<file path="src/rtl/if_pkg.sv">
// Shared types and constants for the outstanding-request fetch stage.
// Buffer entries carry the PC, instruction and any fetch exception.
package if_pkg;

  localparam logic [31:0] RESET_PC_DEF = 32'h1C000000;

  localparam int EX_CODE_W = 15;

  localparam logic [5:0] ECODE_ADE     = 6'h08;
  localparam logic [8:0] ESUBCODE_ADEF = 9'h000;

  typedef struct packed {
    logic [31:0]          pc;
    logic [31:0]          inst;
    logic                 ex;
    logic [EX_CODE_W-1:0] code;
    logic [31:0]          vaddr;
  } if_buf_t;

  localparam int IF_BUF_W = $bits(if_buf_t);

endpackage

</file>
<file path="src/rtl/sync_fifo.sv">
// Synchronous FIFO with clear, occupancy count and simultaneous push/pop.
// Head data is read combinationally; storage is not reset.
module sync_fifo #(
  parameter int WIDTH = 32,
  parameter int DEPTH = 4,
  localparam int CW = $clog2(DEPTH + 1),
  localparam int PW = (DEPTH > 1) ? $clog2(DEPTH) : 1
) (
  input  logic             clk,
  input  logic             reset,
  input  logic             clear,
  input  logic             push,
  input  logic [WIDTH-1:0] din,
  input  logic             pop,
  output logic [WIDTH-1:0] dout,
  output logic [CW-1:0]    count,
  output logic             full,
  output logic             empty
);

  logic [WIDTH-1:0] mem_q [DEPTH];
  logic [PW-1:0]    rd_q, rd_d;
  logic [PW-1:0]    wr_q, wr_d;
  logic [CW-1:0]    cnt_q, cnt_d;
  logic             do_push, do_pop;

  function automatic logic [PW-1:0] nxt(input logic [PW-1:0] p);
    return (p == PW'(DEPTH - 1)) ? '0 : p + 1'b1;
  endfunction

  assign full    = cnt_q == CW'(DEPTH);
  assign empty   = cnt_q == '0;
  assign count   = cnt_q;
  assign dout    = mem_q[rd_q];
  assign do_pop  = pop & !empty;
  assign do_push = push & (!full | do_pop);

  always_comb begin
    rd_d  = rd_q;
    wr_d  = wr_q;
    cnt_d = cnt_q + CW'(do_push) - CW'(do_pop);
    if (do_push) wr_d = nxt(wr_q);
    if (do_pop)  rd_d = nxt(rd_q);
    if (clear) begin
      rd_d  = '0;
      wr_d  = '0;
      cnt_d = '0;
    end
  end

  always_ff @(posedge clk) begin
    if (reset) begin
      rd_q  <= '0;
      wr_q  <= '0;
      cnt_q <= '0;
    end else begin
      rd_q  <= rd_d;
      wr_q  <= wr_d;
      cnt_q <= cnt_d;
    end
  end

  always_ff @(posedge clk) begin
    if (do_push && !clear) mem_q[wr_q] <= din;
  end

endmodule

</file>
<file path="src/rtl/if_stage_ob.sv">
// Instruction fetch with multiple outstanding requests and an inst buffer.
// Redirects cancel in-flight responses; misaligned PCs yield an ADEF entry.
module if_stage_ob
  import if_pkg::*;
#(
  parameter logic [31:0] RESET_PC    = RESET_PC_DEF,
  parameter int          OUTSTANDING = 2,
  parameter int          BUF_DEPTH   = 4
) (
  input  logic        clk,
  input  logic        reset,
  output logic        inst_req,
  output logic [31:0] inst_addr,
  input  logic        inst_addr_ok,
  input  logic        inst_data_ok,
  input  logic [31:0] inst_rdata,
  input  logic        wb_ex,
  input  logic [31:0] ex_entry,
  input  logic        ertn_flush,
  input  logic [31:0] ex_ra,
  input  logic        br_taken,
  input  logic [31:0] br_target,
  input  logic        id_allowin,
  output logic        if_to_id_valid,
  output logic [31:0] if_pc,
  output logic [31:0] if_inst,
  output logic        if_ex,
  output logic [14:0] if_ex_code,
  output logic [31:0] if_ex_vaddr
);

  localparam int QW = $clog2(OUTSTANDING + 1);
  localparam int BW = $clog2(BUF_DEPTH + 1);
  localparam logic [31:0] OUT_LIM = OUTSTANDING;
  localparam logic [31:0] BUF_LIM = BUF_DEPTH;

  logic [31:0]   pf_pc_q, pf_pc_d;
  logic [QW-1:0] cancel_cnt_q, cancel_cnt_d;
  logic          halt_q, halt_d;

  logic [QW-1:0] live_cnt;
  logic [31:0]   pcq_head;
  logic          pcq_full, pcq_empty;
  logic [BW-1:0] buf_cnt;
  logic          buf_full, buf_empty;
  if_buf_t       buf_head, buf_din;

  logic          redirect;
  logic [31:0]   target;
  logic [31:0]   occ_q, occ_all;
  logic          accept, drop, take, adef;
  logic          buf_push, buf_pop;

  assign redirect = wb_ex | ertn_flush | br_taken;

  always_comb begin
    target = br_target;
    if (wb_ex)           target = ex_entry;
    else if (ertn_flush) target = ex_ra;
  end

  // Reserve buffer room for every request that may still answer.
  assign occ_q   = 32'(live_cnt) + 32'(cancel_cnt_q);
  assign occ_all = occ_q + 32'(buf_cnt);

  assign inst_req = !reset && !redirect && !halt_q &&
                    pf_pc_q[1:0] == 2'b00 && !pcq_full &&
                    occ_q < OUT_LIM && occ_all < BUF_LIM;
  assign inst_addr = pf_pc_q;

  assign accept = inst_req & inst_addr_ok;
  assign drop   = inst_data_ok && cancel_cnt_q != '0;
  assign take   = inst_data_ok && cancel_cnt_q == '0 && !pcq_empty;
  assign adef   = !redirect && !halt_q &&
                  pf_pc_q[1:0] != 2'b00 && !buf_full;

  always_comb begin
    buf_din = '0;
    if (take) begin
      buf_din.pc   = pcq_head;
      buf_din.inst = inst_rdata;
    end else begin
      buf_din.pc    = pf_pc_q;
      buf_din.ex    = 1'b1;
      buf_din.code  = {ESUBCODE_ADEF, ECODE_ADE};
      buf_din.vaddr = pf_pc_q;
    end
  end

  assign buf_push       = take | adef;
  assign if_to_id_valid = !buf_empty && !redirect;
  assign buf_pop        = if_to_id_valid & id_allowin;

  assign if_pc       = buf_head.pc;
  assign if_inst     = buf_head.inst;
  assign if_ex       = buf_head.ex;
  assign if_ex_code  = buf_head.code;
  assign if_ex_vaddr = buf_head.vaddr;

  always_comb begin
    pf_pc_d      = pf_pc_q;
    cancel_cnt_d = cancel_cnt_q - QW'(drop);
    halt_d       = halt_q;
    if (adef)   halt_d  = 1'b1;
    if (accept) pf_pc_d = pf_pc_q + 32'd4;
    // A live response landing on the redirect cycle is already gone.
    if (redirect) begin
      pf_pc_d      = target;
      halt_d       = 1'b0;
      cancel_cnt_d = cancel_cnt_q - QW'(drop) + live_cnt - QW'(take);
    end
  end

  always_ff @(posedge clk) begin
    if (reset) begin
      pf_pc_q      <= RESET_PC;
      cancel_cnt_q <= '0;
      halt_q       <= 1'b0;
    end else begin
      pf_pc_q      <= pf_pc_d;
      cancel_cnt_q <= cancel_cnt_d;
      halt_q       <= halt_d;
    end
  end

  sync_fifo #(
    .WIDTH (32),
    .DEPTH (OUTSTANDING)
  ) u_pc_q (
    .clk   (clk),
    .reset (reset),
    .clear (redirect),
    .push  (accept),
    .din   (pf_pc_q),
    .pop   (take),
    .dout  (pcq_head),
    .count (live_cnt),
    .full  (pcq_full),
    .empty (pcq_empty)
  );

  sync_fifo #(
    .WIDTH (IF_BUF_W),
    .DEPTH (BUF_DEPTH)
  ) u_inst_buf (
    .clk   (clk),
    .reset (reset),
    .clear (redirect),
    .push  (buf_push),
    .din   (buf_din),
    .pop   (buf_pop),
    .dout  (buf_head),
    .count (buf_cnt),
    .full  (buf_full),
    .empty (buf_empty)
  );

endmodule

</file>
<file path="config.mk">
export PLATFORM = sky130hd
export DESIGN_NAME = if_stage_ob
export DESIGN_NICKNAME = d
export VERILOG_FILES = /design/src/rtl/if_pkg.sv /design/src/rtl/sync_fifo.sv /design/src/rtl/if_stage_ob.sv
export SDC_FILE = /design/constraint.sdc
export NUM_CORES = 1
export LEC_CHECK = 0
export CAP_MARGIN = 20
export CORE_MARGIN = 2
export CORE_UTILIZATION = 30
export DETAILED_ROUTE_END_ITERATION = 16
export GPL_TIMING_DRIVEN = 1
export SLEW_MARGIN = 20
export SYNTH_ARGS = -nofsm -noshare
export SYNTH_HDL_FRONTEND = slang
export SYNTH_HIERARCHICAL = 1
export SYNTH_SLANG_ARGS = --single-unit
</file>
<file path="constraint.sdc">
create_clock -name clk -period 37.7 [get_ports clk]
set_input_delay 7.54 -clock clk [delete_from_list [all_inputs] [get_ports clk]]
set_output_delay 7.54 -clock clk [all_outputs]
set_load 0.005 [all_outputs]
</file>
# After elaboration in Yosys (flattened, before gate mapping)
# Memory sizes are Yosys's and may differ from the RTL's. A register that Yosys moved wholly into a read port is not among the register bits.
# Cells that the tools add are included.
dict set report word_totals {
  regBits 46
  ram_bits 512
  mem_count 2
}
# memory words word_bits read_ports rd_clocked_by_memory_dff write_ports line_no
set mem_list {}
lappend mem_list {u_inst_buf.mem_q 4 112 1 1 1 sync_fifo.sv:21} ;# logic [WIDTH-1:0] mem_q [DEPTH];
lappend mem_list {u_pc_q.mem_q 2 32 1 1 1 sync_fifo.sv:21}
dict set report classes {
  order_cmp 2
  eq_ne 4
  reduce_logical 30
  n_addsub 14
  muxes 20
  bitwise 11
}
# cell count
set op_table {}
lappend op_table {{$mux W32} 6}
lappend op_table {{$mux W48} 1}
lappend op_table {{$add A32 B3 Y32 const B} 1}
lappend op_table {{$logic_and A1 B1 Y1} 15}
lappend op_table {{$mux W2} 5}
lappend op_table {{$mux W1} 8}
lappend op_table {{$logic_not A1 Y1} 7}
lappend op_table {{$and A1 B1 Y1} 6}
lappend op_table {{$eq A2 B2 Y1 const B} 3}
lappend op_table {{$logic_not A2 Y1} 3}
lappend op_table {{$reduce_bool A2 Y1} 3}
lappend op_table {{$sub A2 B1 Y2} 3}
lappend op_table {{$or A1 B1 Y1} 5}
lappend op_table {{$add A2 B1 Y2 const B} 2}
lappend op_table {{$add A3 B3 Y4} 1}
lappend op_table {{$lt A4 B3 Y1 const B} 1}
lappend op_table {{$add A2 B2 Y3} 1}
lappend op_table {{$add A3 B1 Y3} 1}
lappend op_table {{$eq A3 B3 Y1 const B} 1}
lappend op_table {{$logic_not A3 Y1} 1}
lappend op_table {{$lt A3 B2 Y1 const B} 1}
lappend op_table {{$sub A3 B1 Y3} 1}
lappend op_table {{$add A1 B1 Y1 const B} 2}
lappend op_table {{$add A2 B1 Y2} 1}
lappend op_table {{other kinds (2)} 2}

# Longest topological paths before layout
dict set report depth {
  depth_word 14
  depth_mapped 16
}

# Cells and area by module
# Netlist, hierarchy kept.
# mod instances cells_per_inst area_each_um2
set by_module_without_submodules {}
lappend by_module_without_submodules {{sync_fifo at u_inst_buf} 1 636 16726.0}
lappend by_module_without_submodules {if_stage_ob 1 504 3540.9}
lappend by_module_without_submodules {{sync_fifo at u_pc_q} 1 130 2551.2}

# Least setup slack after synthesis
# No wires, ideal clock.
dict set report synth_path {
  path_type {input port to flip-flop}
  startpoint {in wb_ex}
  endpoint {mem u_inst_buf/mem_q[1][0] (netlist name), enable pin}
  path_stages 7
  required_ns 36.957
  path_slack_ns 19.572
  setup_time_ns 0.743
  arrival_ns 17.384
  n_path_buf 2
  path_cell_list {clkbuf_1 -> nor3_1 -> clkinv_1 -> clkbuf_1 -> o41ai_1 -> nand2_2 -> nor3b_1}
}
dict set report synth_between {
  elab_chain_cells 11
}
# item line_no
set synth_rtl {}
lappend synth_rtl {{start: declaration} if_stage_ob.sv:17} ;# input logic wb_ex,
lappend synth_rtl {{$or A1 B1 Y1 (2 in series)} if_stage_ob.sv:54} ;# assign redirect = wb_ex | ertn_flush | br_taken;
lappend synth_rtl {{via redirect} if_stage_ob.sv:48} ;# logic redirect;
lappend synth_rtl {{$logic_not A1 Y1} if_stage_ob.sv:74} ;# assign adef = !redirect && !halt_q &&
lappend synth_rtl {{$logic_and A1 B1 Y1 (2 in series)} if_stage_ob.sv:74}
lappend synth_rtl {{$logic_and A1 B1 Y1} if_stage_ob.sv:75} ;# pf_pc_q[1:0] != 2'b00 && !buf_full;
lappend synth_rtl {{$or A1 B1 Y1} if_stage_ob.sv:90} ;# assign buf_push = take | adef;
lappend synth_rtl {{via buf_push} if_stage_ob.sv:52} ;# logic buf_push, buf_pop;
lappend synth_rtl {{$and A1 B1 Y1} sync_fifo.sv:36} ;# assign do_push = push & (!full | do_pop);
lappend synth_rtl {{$logic_and A1 B1 Y1} sync_fifo.sv:64} ;# if (do_push && !clear) mem_q[wr_q] <= din;
lappend synth_rtl {{$mux W1} sync_fifo.sv:64}
lappend synth_rtl {{$mux W1 (implied by the code)} sync_fifo.sv:64}
lappend synth_rtl {{end: declaration} sync_fifo.sv:21}
# The timed path passes the listed nets, and every way through them passes these cells.

# Worst setup path after layout
dict set report layout_path {
  startpoint {in ertn_flush}
  endpoint {out inst_req}
}
dict set report layout_between {
  elab_chain_cells 9
}
# item line_no
set layout_rtl {}
lappend layout_rtl {{start: declaration} if_stage_ob.sv:19} ;# input logic ertn_flush,
lappend layout_rtl {{$or A1 B1 Y1 (2 in series)} if_stage_ob.sv:54}
lappend layout_rtl {{$logic_not A1 Y1} if_stage_ob.sv:66} ;# assign inst_req = !reset && !redirect && !halt_q &&
lappend layout_rtl {{$logic_and A1 B1 Y1 (3 in series)} if_stage_ob.sv:66}
lappend layout_rtl {{$logic_and A1 B1 Y1 (2 in series)} if_stage_ob.sv:67} ;# pf_pc_q[1:0] == 2'b00 && !pcq_full &&
lappend layout_rtl {{$logic_and A1 B1 Y1} if_stage_ob.sv:68} ;# occ_q < OUT_LIM && occ_all < BUF_LIM;
lappend layout_rtl {{end: declaration} if_stage_ob.sv:12} ;# output logic inst_req,
# No other way between the ends.

==> results.py <==
metrics = {
    "critical_path": {
        "end_kind": "primary output",
        "critPathLaunch": "ertn_flush",
        "reg2reg_from": "u_pc_q/count[0]",
        "crit_required_ns": 30.16,
        "critPathArrivalTime_ns": 10.29,
        "path_class": "primary input to primary output",
        "r2r_cells": 10,
        "startpoint_type": "primary input",
        "cp_max_fo": 38,
    },
    "sta": {
        "worst_hold_slack_ns": 0.504,
        "hold_viol": 0,
        "drv_slew": 0,
        "clock_skew_ns": 0.0263,
        "rsz0062_at_grt": "no",
        "slew_headroom_pct": 26.7,
        "worst_slew_pin_slew_ns": 1.10,
        "setup_viol": 0,
        "fin_crit_sh_pct": 47.3,
        "min_period_ns": 17.83,
        "max_freq_mhz": 56.1,
        "tns_ns": 0,
    },
    "place": {
        "placed_cells": 2534,
        "io_buffers": 281,
        "dp_hpwl_mm": 33.3,
        "routabilityCongestion": 0.828,
    },
    "clocking": {
        "clockBufferDepth": 3,
        "cts-resized-gates": 0,
        "clk_latency_ns": 0.60,
        "cts_tree": "yes",
        "clkTransAtPathRegs_ns": 0.06,
        "root_buffer": "clkbuf_16",
        "cts_setup_buffers": 0,
        "clock-sinks": 561,
        "cts-buffers-inserted": 60,
        "htreeDepth": 2,
        "ctsHoldBuffers": 0,
    },
    "synthesis": {
        "yosysWarnings": 6,
        "avgSynthCellArea_sq_um": 18.0,
        "synthCells": 1270,
        "synth_edf_count": 512,
        "synth-main-ff-cell": "edfxtp_1",
        "ys_top_cells_by_area": "edfxtp_1, mux4_2, dfxtp_1",
        "yosysSeqAreaShare_pct": 71.7,
        "synth_cell_types": 68,
        "synthArstFlopShare_pct": 0,
        "synth_seq_cells": 561,
        "syn_area_sq_um": 22800,
        "synth_top_area_share_pct": 67.4,
        "yosysMostFrequentCell": "edfxtp_1",
        "synth_common_cells": "edfxtp_1, mux4_2, and2_1, nand2_1, dfxtp_1",
        "synth_top_cell_by_area": "edfxtp_1",
    },
    "min_path": {
        "min_from": "u_inst_buf/rd_q[1]",
        "whs_path_depth": 2,
        "hold_path.class": "register to register",
    },
    "die": {
        "ioPinCount": 282,
        "core_sq_um": 75600,
        "dieArea_sq_um": 78300,
        "num_rows": 101,
        "die_y_microns": 280,
        "die_x_microns": 280,
        "start_util_pct": 30.2,
    },
    "final_layout": {
        "regArea_sq_um": 16400,
        "nets": 1771,
        "multi_input_area_sq_um": 6140,
        "drive_gt1_share_pct": 16.9,
        "fillers": 6912,
        "area_growth_pct": 26.5,
        "final_cells": 2651,
    },
    "drt": {
        "dr_wl_met2_mm": 27.4,
        "wl_per_cell_microns": 21.0,
        "drc": 0,
        "wl_met1_mm": 24.3,
        "first_iter_violations": 913,
        "antenna_left": 0,
        "top_layer_used": "met4",
        "vias": 12900,
        "met3_length_mm": 3.11,
        "first_pass_iters": 6,
        "detail_route.vias_per_cell": 4.85,
        "drt_wl_total_mm": 55.8,
    },
    "power": {
        "leakagePower_uw": 0.00923,
        "powerDensity_nw_per_um2": 46.5,
        "ir_drop_mv": 0.0263,
    },
    "flow_run": {
        "maxCapViolations": 0,
    },
    "global_route": {
        "grt_max_degree": 113,
        "grt.overflow.total": 0,
        "antenna_found_initial": 0,
        "first_global_vias": 13400,
        "grt_pass1_wl_mm": 83.3,
        "gr-usage-all-layers_pct": 14.1,
    },
    "outcome": {
        "status": "finished clean",
    },
}
cells by family after synthesis:
| logic type | Yosys count | synth area share (%) |
|---|---|---|
| simple gates | 267 | 6.17 |
| mux | 153 | 13.0 |
| compound gates | 168 | 5.14 |
| fa+ha+maj | 16 | 0.943 |
| flops | 561 | 71.7 |
| buf+inv | 89 | 2.45 |
| xor+xnor | 15 | 0.576 |
| other cells | 1 | 0.0164 |
routing by layer:
metal | vias up | track usage [%]
met3 | 75 | 2.73
met1 | 6563 | 18.6
met2 | 452 | 24.0
li1 | 5764 | -
met5 | - | 0
met4 | 0 | 3.41
layout make-up:
type,instances,area share (%)
clock inverter,50,1.75
clock buffer,62,5.23
tap,978,4.24
sequential,561,56.7
timing repair buffer,302,10.5
antenna,4,0.0347
inverter,19,0.251
multi-input combinational,675,21.3
power by group:
| group | leakage (uW) | internal, uW | switching [uW] | total, uW |
|---|---|---|---|---|
| Clock | 0.000972 | 352 | 241 | 593 |
| Combinational | 0.00334 | 29.8 | 27.8 | 57.6 |
| Sequential | 0.00491 | 683 | 9.91 | 693 |
sequential cells by signal, summed over array words and instances, names as in the netlist, named ones only:
signal	cells
u_pc_q/wr_q	1
halt_q	1
u_pc_q/mem_q	64
cancel_cnt_q	2
u_inst_buf/count	3
u_inst_buf/rd_q	2
u_inst_buf/mem_q	448
u_pc_q/rd_q	1
u_inst_buf/wr_q	2
inst_addr	32
u_pc_q/count	2
per-stage QoR:
step | cell area [sq um] | total power [uW] | setup WS [ns] | util [%]
after CTS | 28800 | 1360 | 19.88 | 38.2
after floorplan | 23000 | 727 | 19.57 | -
after detailed placement | 26800 | 763 | 19.90 | 35.5
after global routing | 28900 | 1390 | 19.72 | 38.2
after global placement | 26800 | 762 | 19.88 | 35.5
final | 28900 | 1340 | 19.88 | 38.2
critical path, cell delays in order:
cell and delay, ns:
clkdlybuf4s50_1 0.84, nor3_2 0.32, buf_4 0.40, clkinv_1 0.12
buf_4 0.27, nor3_1 0.23, clkdlybuf4s50_1 0.54
worst paths after layout:
kind                                            end  slack, ns
worst max-delay path                       inst_req      19.88
worst min-delay path                       register       0.50
worst max register to register  u_pc_q/mem_q[1][10]      33.29
worst min register to register             register       0.50
cells in the final DEF, fill, tap and decap left out, drive strengths merged, types with 16 or more instances in the layout:
| master | n |
|---|---|
| nor2 | 38 |
| and2 | 67 |
| nand2 | 64 |
| conb | 56 |
| mux4 | 112 |
| clkbuf | 62 |
| nand3 | 24 |
| buf | 21 |
| o22ai | 18 |
| dfxtp | 49 |
| a21o | 32 |
| clkinv | 36 |
| clkdlybuf4s50 | 281 |
| nor3 | 16 |
| inv | 17 |
| edfxtp | 512 |
| mux2 | 32 |
| o21ai | 28 |
Power figures use the tool's default switching activity.
